[config.mk]
export PLATFORM = sky130hd
export DESIGN_NAME = cla_seq_ctrl_flat
export DESIGN_NICKNAME = d
export VERILOG_FILES = /design/src/rtl/cla_seq_ctrl_if.sv /design/src/rtl/cla_seq_ctrl.sv /design/src/flat_wrapper.sv
export SDC_FILE = /design/constraint.sdc
export NUM_CORES = 1
export LEC_CHECK = 0
export ABC_AREA = 1
export CELL_PAD_IN_SITES_DETAIL_PLACEMENT = 0
export CELL_PAD_IN_SITES_GLOBAL_PLACEMENT = 1
export CORE_ASPECT_RATIO = 0.9
export CORE_UTILIZATION = 40
export CTS_CLUSTER_SIZE = 30
export DETAILED_ROUTE_END_ITERATION = 10
export HOLD_SLACK_MARGIN = 0.02
export PLACE_DENSITY = 0.9
export SYNTH_ARGS = -nofsm -noshare
export SYNTH_HDL_FRONTEND = slang
export SYNTH_HIERARCHICAL = 1
export SYNTH_SLANG_ARGS = --single-unit
[constraint.sdc]
create_clock -name clk -period 3.5 [get_ports clk]
set_input_delay 0.875 -clock clk [delete_from_list [all_inputs] [get_ports clk]]
set_output_delay 0.875 -clock clk [all_outputs]
set_load 0.02 [all_outputs]
[src/rtl/cla_seq_ctrl_if.sv]
// Operand/result handshake bundle for the sequential carry-lookahead adder.
// The ovf signal exists only when CLA_SEQ_OVF_EN is defined.
interface cla_seq_ctrl_if #(
  parameter int NIBBLES = 4
);
  localparam int W = 4 * NIBBLES;

  logic         in_valid;
  logic         in_ready;
  logic [W-1:0] a;
  logic [W-1:0] b;
  logic         cin;
  logic         out_valid;
  logic         out_ready;
  logic [W-1:0] sum;
  logic         cout;
`ifdef CLA_SEQ_OVF_EN
  logic         ovf;
`endif

  modport master (
    output in_valid, a, b, cin, out_ready,
`ifdef CLA_SEQ_OVF_EN
    input  ovf,
`endif
    input  in_ready, out_valid, sum, cout
  );

  modport slave (
    input  in_valid, a, b, cin, out_ready,
`ifdef CLA_SEQ_OVF_EN
    output ovf,
`endif
    output in_ready, out_valid, sum, cout
  );
endinterface

[src/rtl/cla_seq_ctrl.sv]
// Sequential W-bit adder: one 4-bit carry-lookahead adder time-shared over
// NIBBLES slices, LSB first. Define CLA_SEQ_OVF_EN to add the signed-overflow flag.
module cla (
  input  logic [3:0] a,
  input  logic [3:0] b,
  input  logic       ci,
  output logic [3:0] s,
  output logic       co
);
  logic [3:0] g;
  logic [3:0] p;
  logic [4:0] c;

  assign g    = a & b;
  assign p    = a ^ b;
  assign c[0] = ci;
  assign c[1] = g[0] | (p[0] & c[0]);
  assign c[2] = g[1] | (p[1] & g[0]) | (p[1] & p[0] & c[0]);
  assign c[3] = g[2] | (p[2] & g[1]) | (p[2] & p[1] & g[0])
              | (p[2] & p[1] & p[0] & c[0]);
  assign c[4] = g[3] | (p[3] & g[2]) | (p[3] & p[2] & g[1])
              | (p[3] & p[2] & p[1] & g[0])
              | (p[3] & p[2] & p[1] & p[0] & c[0]);
  assign s    = p ^ c[3:0];
  assign co   = c[4];
endmodule

module cla_seq_ctrl #(
  parameter int NIBBLES = 4
) (
  input  logic          clk,
  input  logic          rst_n,
  cla_seq_ctrl_if.slave bus
);
  localparam int W     = 4 * NIBBLES;
  localparam int IDX_W = (NIBBLES > 1) ? $clog2(NIBBLES) : 1;

  typedef enum logic [1:0] {IDLE, RUN, DONE} state_t;

  state_t             state_reg;
  state_t             state_next;
  logic [W-1:0]       a_reg;
  logic [W-1:0]       b_reg;
  logic [W-1:0]       sum_reg;
  logic               carry_reg;
  logic               cout_reg;
  logic [IDX_W-1:0]   idx_reg;
  logic [3:0]         a_sl [NIBBLES];
  logic [3:0]         b_sl [NIBBLES];
  logic [3:0]         slice_a;
  logic [3:0]         slice_b;
  logic [3:0]         cla_s;
  logic               cla_co;
  logic               last_slice;
  logic               accept;
  logic               release_res;
`ifdef CLA_SEQ_OVF_EN
  logic               ovf_reg;
`endif

  genvar gi;
  generate
    for (gi = 0; gi < NIBBLES; gi++) begin : g_slice
      assign a_sl[gi] = a_reg[4*gi +: 4];
      assign b_sl[gi] = b_reg[4*gi +: 4];
    end
  endgenerate

  assign slice_a = a_sl[idx_reg];
  assign slice_b = b_sl[idx_reg];

  cla u_cla (
    .a  (slice_a),
    .b  (slice_b),
    .ci (carry_reg),
    .s  (cla_s),
    .co (cla_co)
  );

  assign last_slice  = (idx_reg == IDX_W'(NIBBLES - 1));
  assign accept      = (state_reg == IDLE) && bus.in_valid;
  assign release_res = (state_reg == DONE) && bus.out_ready;

  always_ff @(posedge clk or negedge rst_n) begin
    if (!rst_n) begin
      state_reg <= IDLE;
    end else begin
      state_reg <= state_next;
    end
  end

  always_comb begin
    state_next = state_reg;
    case (state_reg)
      IDLE:    if (accept)      state_next = RUN;
      RUN:     if (last_slice)  state_next = DONE;
      DONE:    if (release_res) state_next = IDLE;
      default:                  state_next = IDLE;
    endcase
  end

  always_comb begin
    bus.in_ready  = (state_reg == IDLE);
    bus.out_valid = (state_reg == DONE);
  end

  // Operands are only captured in IDLE, so in_valid during RUN/DONE cannot disturb them.
  always_ff @(posedge clk or negedge rst_n) begin
    if (!rst_n) begin
      a_reg     <= '0;
      b_reg     <= '0;
      sum_reg   <= '0;
      carry_reg <= 1'b0;
      cout_reg  <= 1'b0;
      idx_reg   <= '0;
`ifdef CLA_SEQ_OVF_EN
      ovf_reg   <= 1'b0;
`endif
    end else begin
      case (state_reg)
        IDLE: begin
          if (accept) begin
            a_reg     <= bus.a;
            b_reg     <= bus.b;
            carry_reg <= bus.cin;
            idx_reg   <= '0;
          end
        end
        RUN: begin
          sum_reg[4*idx_reg +: 4] <= cla_s;
          carry_reg               <= cla_co;
          if (last_slice) begin
            idx_reg  <= '0;
            cout_reg <= cla_co;
`ifdef CLA_SEQ_OVF_EN
            // Overflow when both operands share a sign the result does not.
            ovf_reg  <= (a_reg[W-1] == b_reg[W-1]) && (cla_s[3] != a_reg[W-1]);
`endif
          end else begin
            idx_reg <= idx_reg + IDX_W'(1);
          end
        end
        default: ;
      endcase
    end
  end

  assign bus.sum  = sum_reg;
  assign bus.cout = cout_reg;
`ifdef CLA_SEQ_OVF_EN
  assign bus.ovf  = ovf_reg;
`endif
endmodule

[src/flat_wrapper.sv]
// flat-port wrapper written by rule: the top's interface ports become plain ports
module cla_seq_ctrl_flat 
#(
  parameter int NIBBLES = 4
)
  (clk, rst_n, bus_in_valid, bus_a, bus_b, bus_cin, bus_out_ready, bus_in_ready, bus_out_valid, bus_sum, bus_cout);
  cla_seq_ctrl_if #(.NIBBLES(NIBBLES)) bus_i ();
  input  logic clk;
  input  logic rst_n;
  input wire logic [$bits(bus_i.in_valid)-1:0] bus_in_valid;
  input wire logic [$bits(bus_i.a)-1:0] bus_a;
  input wire logic [$bits(bus_i.b)-1:0] bus_b;
  input wire logic [$bits(bus_i.cin)-1:0] bus_cin;
  input wire logic [$bits(bus_i.out_ready)-1:0] bus_out_ready;
  output wire logic [$bits(bus_i.in_ready)-1:0] bus_in_ready;
  output wire logic [$bits(bus_i.out_valid)-1:0] bus_out_valid;
  output wire logic [$bits(bus_i.sum)-1:0] bus_sum;
  output wire logic [$bits(bus_i.cout)-1:0] bus_cout;
  assign bus_i.in_valid = bus_in_valid;
  assign bus_i.a = bus_a;
  assign bus_i.b = bus_b;
  assign bus_i.cin = bus_cin;
  assign bus_i.out_ready = bus_out_ready;
  assign bus_in_ready = bus_i.in_ready;
  assign bus_out_valid = bus_i.out_valid;
  assign bus_sum = bus_i.sum;
  assign bus_cout = bus_i.cout;
  cla_seq_ctrl #(.NIBBLES(NIBBLES)) u_core (.clk(clk), .rst_n(rst_n), .bus(bus_i));
endmodule
==> impl_metrics.env <==
export IMPL_status="completed"
export IMPL_final_period_utilization_pct=80.9
export IMPL_synth_simple_area_share_pct=32.0
export IMPL_layout_drive_gt1_share_pct=4.99
export IMPL_via_per_inst=4.73
export IMPL_layout_common_cells="138 x nand2_1, 54 x clkdlybuf4s50_1, 54 x dfrtp_1, 35 x nand3_1, 29 x inv_1"
export IMPL_ys_seq_elements=54
export IMPL_clock_sinks=54
export IMPL_numCtsBuffers=5
export IMPL_dr_pass1_iters=4
export IMPL_rsz0062_at_grt="false"
export IMPL_post_cts_resized=0
export IMPL_vdd_drop_max_uv=377
export IMPL_synth_fp_nets=399
export IMPL_vias=2320
export IMPL_finClkSkew_ns=0.0115
export IMPL_die_h_um=81.2
export IMPL_grt_overflow=0
export IMPL_cts_hold_buf=0
export IMPL_clock_latency_ns=0.31
export IMPL_syn_cell_area_um2=2790
export IMPL_antenna_found_initial=0
export IMPL_hold_ws_ns=0.474
export IMPL_grt_pass1_wl_um=10300
export IMPL_synth_cells=352
export IMPL_wl_per_cell_um=12.0
export IMPL_ant_nets=0
export IMPL_tns_ns=0
export IMPL_cts_root_buf="clkbuf_8"
export IMPL_diodes=0
export IMPL_leakage_nw=1.77
export IMPL_io_buffers=55
export IMPL_cap_violations=0
export IMPL_setup_violations_final=0
export IMPL_max_freq_mhz=353
export IMPL_grt_pass1_vias=2194
export IMPL_max_clock_path_buffers=2
export IMPL_synthDistinctLibCells=25
export IMPL_hold_violations=0
export IMPL_io_pins=56
export IMPL_fin_util_pct=51.9
export IMPL_cp_start_kind="flip-flop"
export IMPL_cts_tree="done"
export IMPL_fin_area_um2=3450
export IMPL_row_count=28
export IMPL_final_common_cell="nand2_1"
export IMPL_initial_utilization_pct=41.9
export IMPL_synth_compound_area_share_pct=6.92
export IMPL_cts_clk_slew_worst_paths_ns=0.10
export IMPL_worst_pin_slew_ns=0.867
export IMPL_worstPathArrival_ns=3.08
export IMPL_gp_congestion=0.799
export IMPL_postCtsSetupBuffers=0
export IMPL_final_cells=491
export IMPL_core_um2=6660
export IMPL_pwr_density_cell_nw_per_um2=980
export IMPL_required_ns=3.75
export IMPL_synthXorXnorAreaFrac_pct=0.314
export IMPL_worstSetupEndpointType="flip-flop"
export IMPL_dp_slack_ns=0.718
export IMPL_nets=447
export IMPL_routed_wl_um=5890
export IMPL_yosysSeqAreaShare_pct=48.5
export IMPL_relSlewSlack_pct=42.1
export IMPL_post_synth_mux_area_share_pct=0
export IMPL_synth_top_family_by_area="simple AND/OR/NAND/NOR gates"
export IMPL_dp_cells=483
export IMPL_setup_ws_ns=0.669
export IMPL_crit_type="reg -> reg"
export IMPL_critPathMaxFanout=31
export IMPL_synth_fa_ha_area_share_pct=4.76
export IMPL_htree_num_levels=2
export IMPL_yosysWarningCount=6
export IMPL_drc=0
export IMPL_synthToLayoutAreaGrowth_pct=23.9
export IMPL_synth_area_per_cell_um2=7.92
export IMPL_fin_crit_ns=2.83
export IMPL_dpl_cell_area_um2=3360
export IMPL_r2r_slack_ns=0.67
export IMPL_hp_class="reg -> reg"
export IMPL_die_w_um=90.0
export IMPL_dieArea_um2=7300
export IMPL_grt_max_degree=42
export IMPL_grtUsageTotal_pct=17.6
export IMPL_power_total_mw=3.38
export IMPL_drv_slew=0
export IMPL_dpl_hpwl_um=4420
export IMPL_drtIter0Drc=118
## worst max-delay path, cell delays in order, from the launching register on
cell and delay, ns:
dfrtp_1 0.53, inv_1 0.70, nor2_1 0.08, nor2_1 0.10
o21ai_0 0.10, nand2_1 0.11, inv_1 0.07, fa_1 0.43
xnor2_1 0.31, nand2_1 0.11, inv_1 0.09, nand2_1 0.07
nand2_1 0.06
## synth_stat cells
cell type  count  share of area [%]
nand2_1      138                 19
dfrtp_1       54                 48
nand3_1       35                6.3
inv_1         29                3.9
nor2_1        25                3.4
o21ai_0       12                2.2
buf_2          9                1.6
ha_1           9                4.0
o211ai_1       8                2.2
o21a_1         8                2.2
buf_6          3                1.2
clkbuf_1       3               0.40
nand3_2        3                1.1
nand2_2        2               0.45
nand4_1        2               0.45
nor2_2         2               0.45
nor3_1         2               0.36
a21oi_1        1               0.18
buf_4          1               0.27
fa_1           1               0.72
inv_2          1               0.13
nor2_8         1               0.72
o31ai_1        1               0.27
or2_0          1               0.22
xnor2_1        1               0.31
## worst paths after layout
check	startpoint	to	depth (start not counted)
worst max-delay path	u_core/idx_reg[0]	u_core/bus.sum[13]	12
worst min-delay path	u_core/a_reg[3]	u_core/a_reg[3]	2
worst max register to register	u_core/idx_reg[0]	u_core/bus.sum[13]	12
worst min register to register	u_core/a_reg[3]	u_core/a_reg[3]	2
max in group asynchronous	rst_n	u_core/bus.sum[6]	2
min in group asynchronous	rst_n	u_core/b_reg[5]	1
## metal layers
layer	up-vias	track usage, %	share of wire [%]
met1	1050	25.3	51
met3	4	3.46	4.9
met4	0	4.35	0.75
li1	1208	-	-
met2	58	27.5	43
met5	-	0	0
## logic make-up after synthesis
family,after synthesis
buffers and inverters,46
xor gates and xnor gates,1
and+or+nand+nor,211
DFF,54
adders and majority gates,10
AOI/OAI and AO/OA,30
## power by group
part	switching [mW]	total [mW]	internal [mW]
clock network	0.207	0.348	0.141
registers	0.213	1.11	0.899
logic	1.19	1.92	0.735
## layout make-up
class	instances	area, µm²
Fill cell	646	3200
Sequential cell	54	1350
Multi-Input combinational cell	252	1220
Timing Repair Buffer	57	561
Inverter	30	113
Tap cell	90	113
Clock buffer	5	68.8
Clock inverter	3	21.3
No activity file was read; power rests on OpenSTA's default activity.
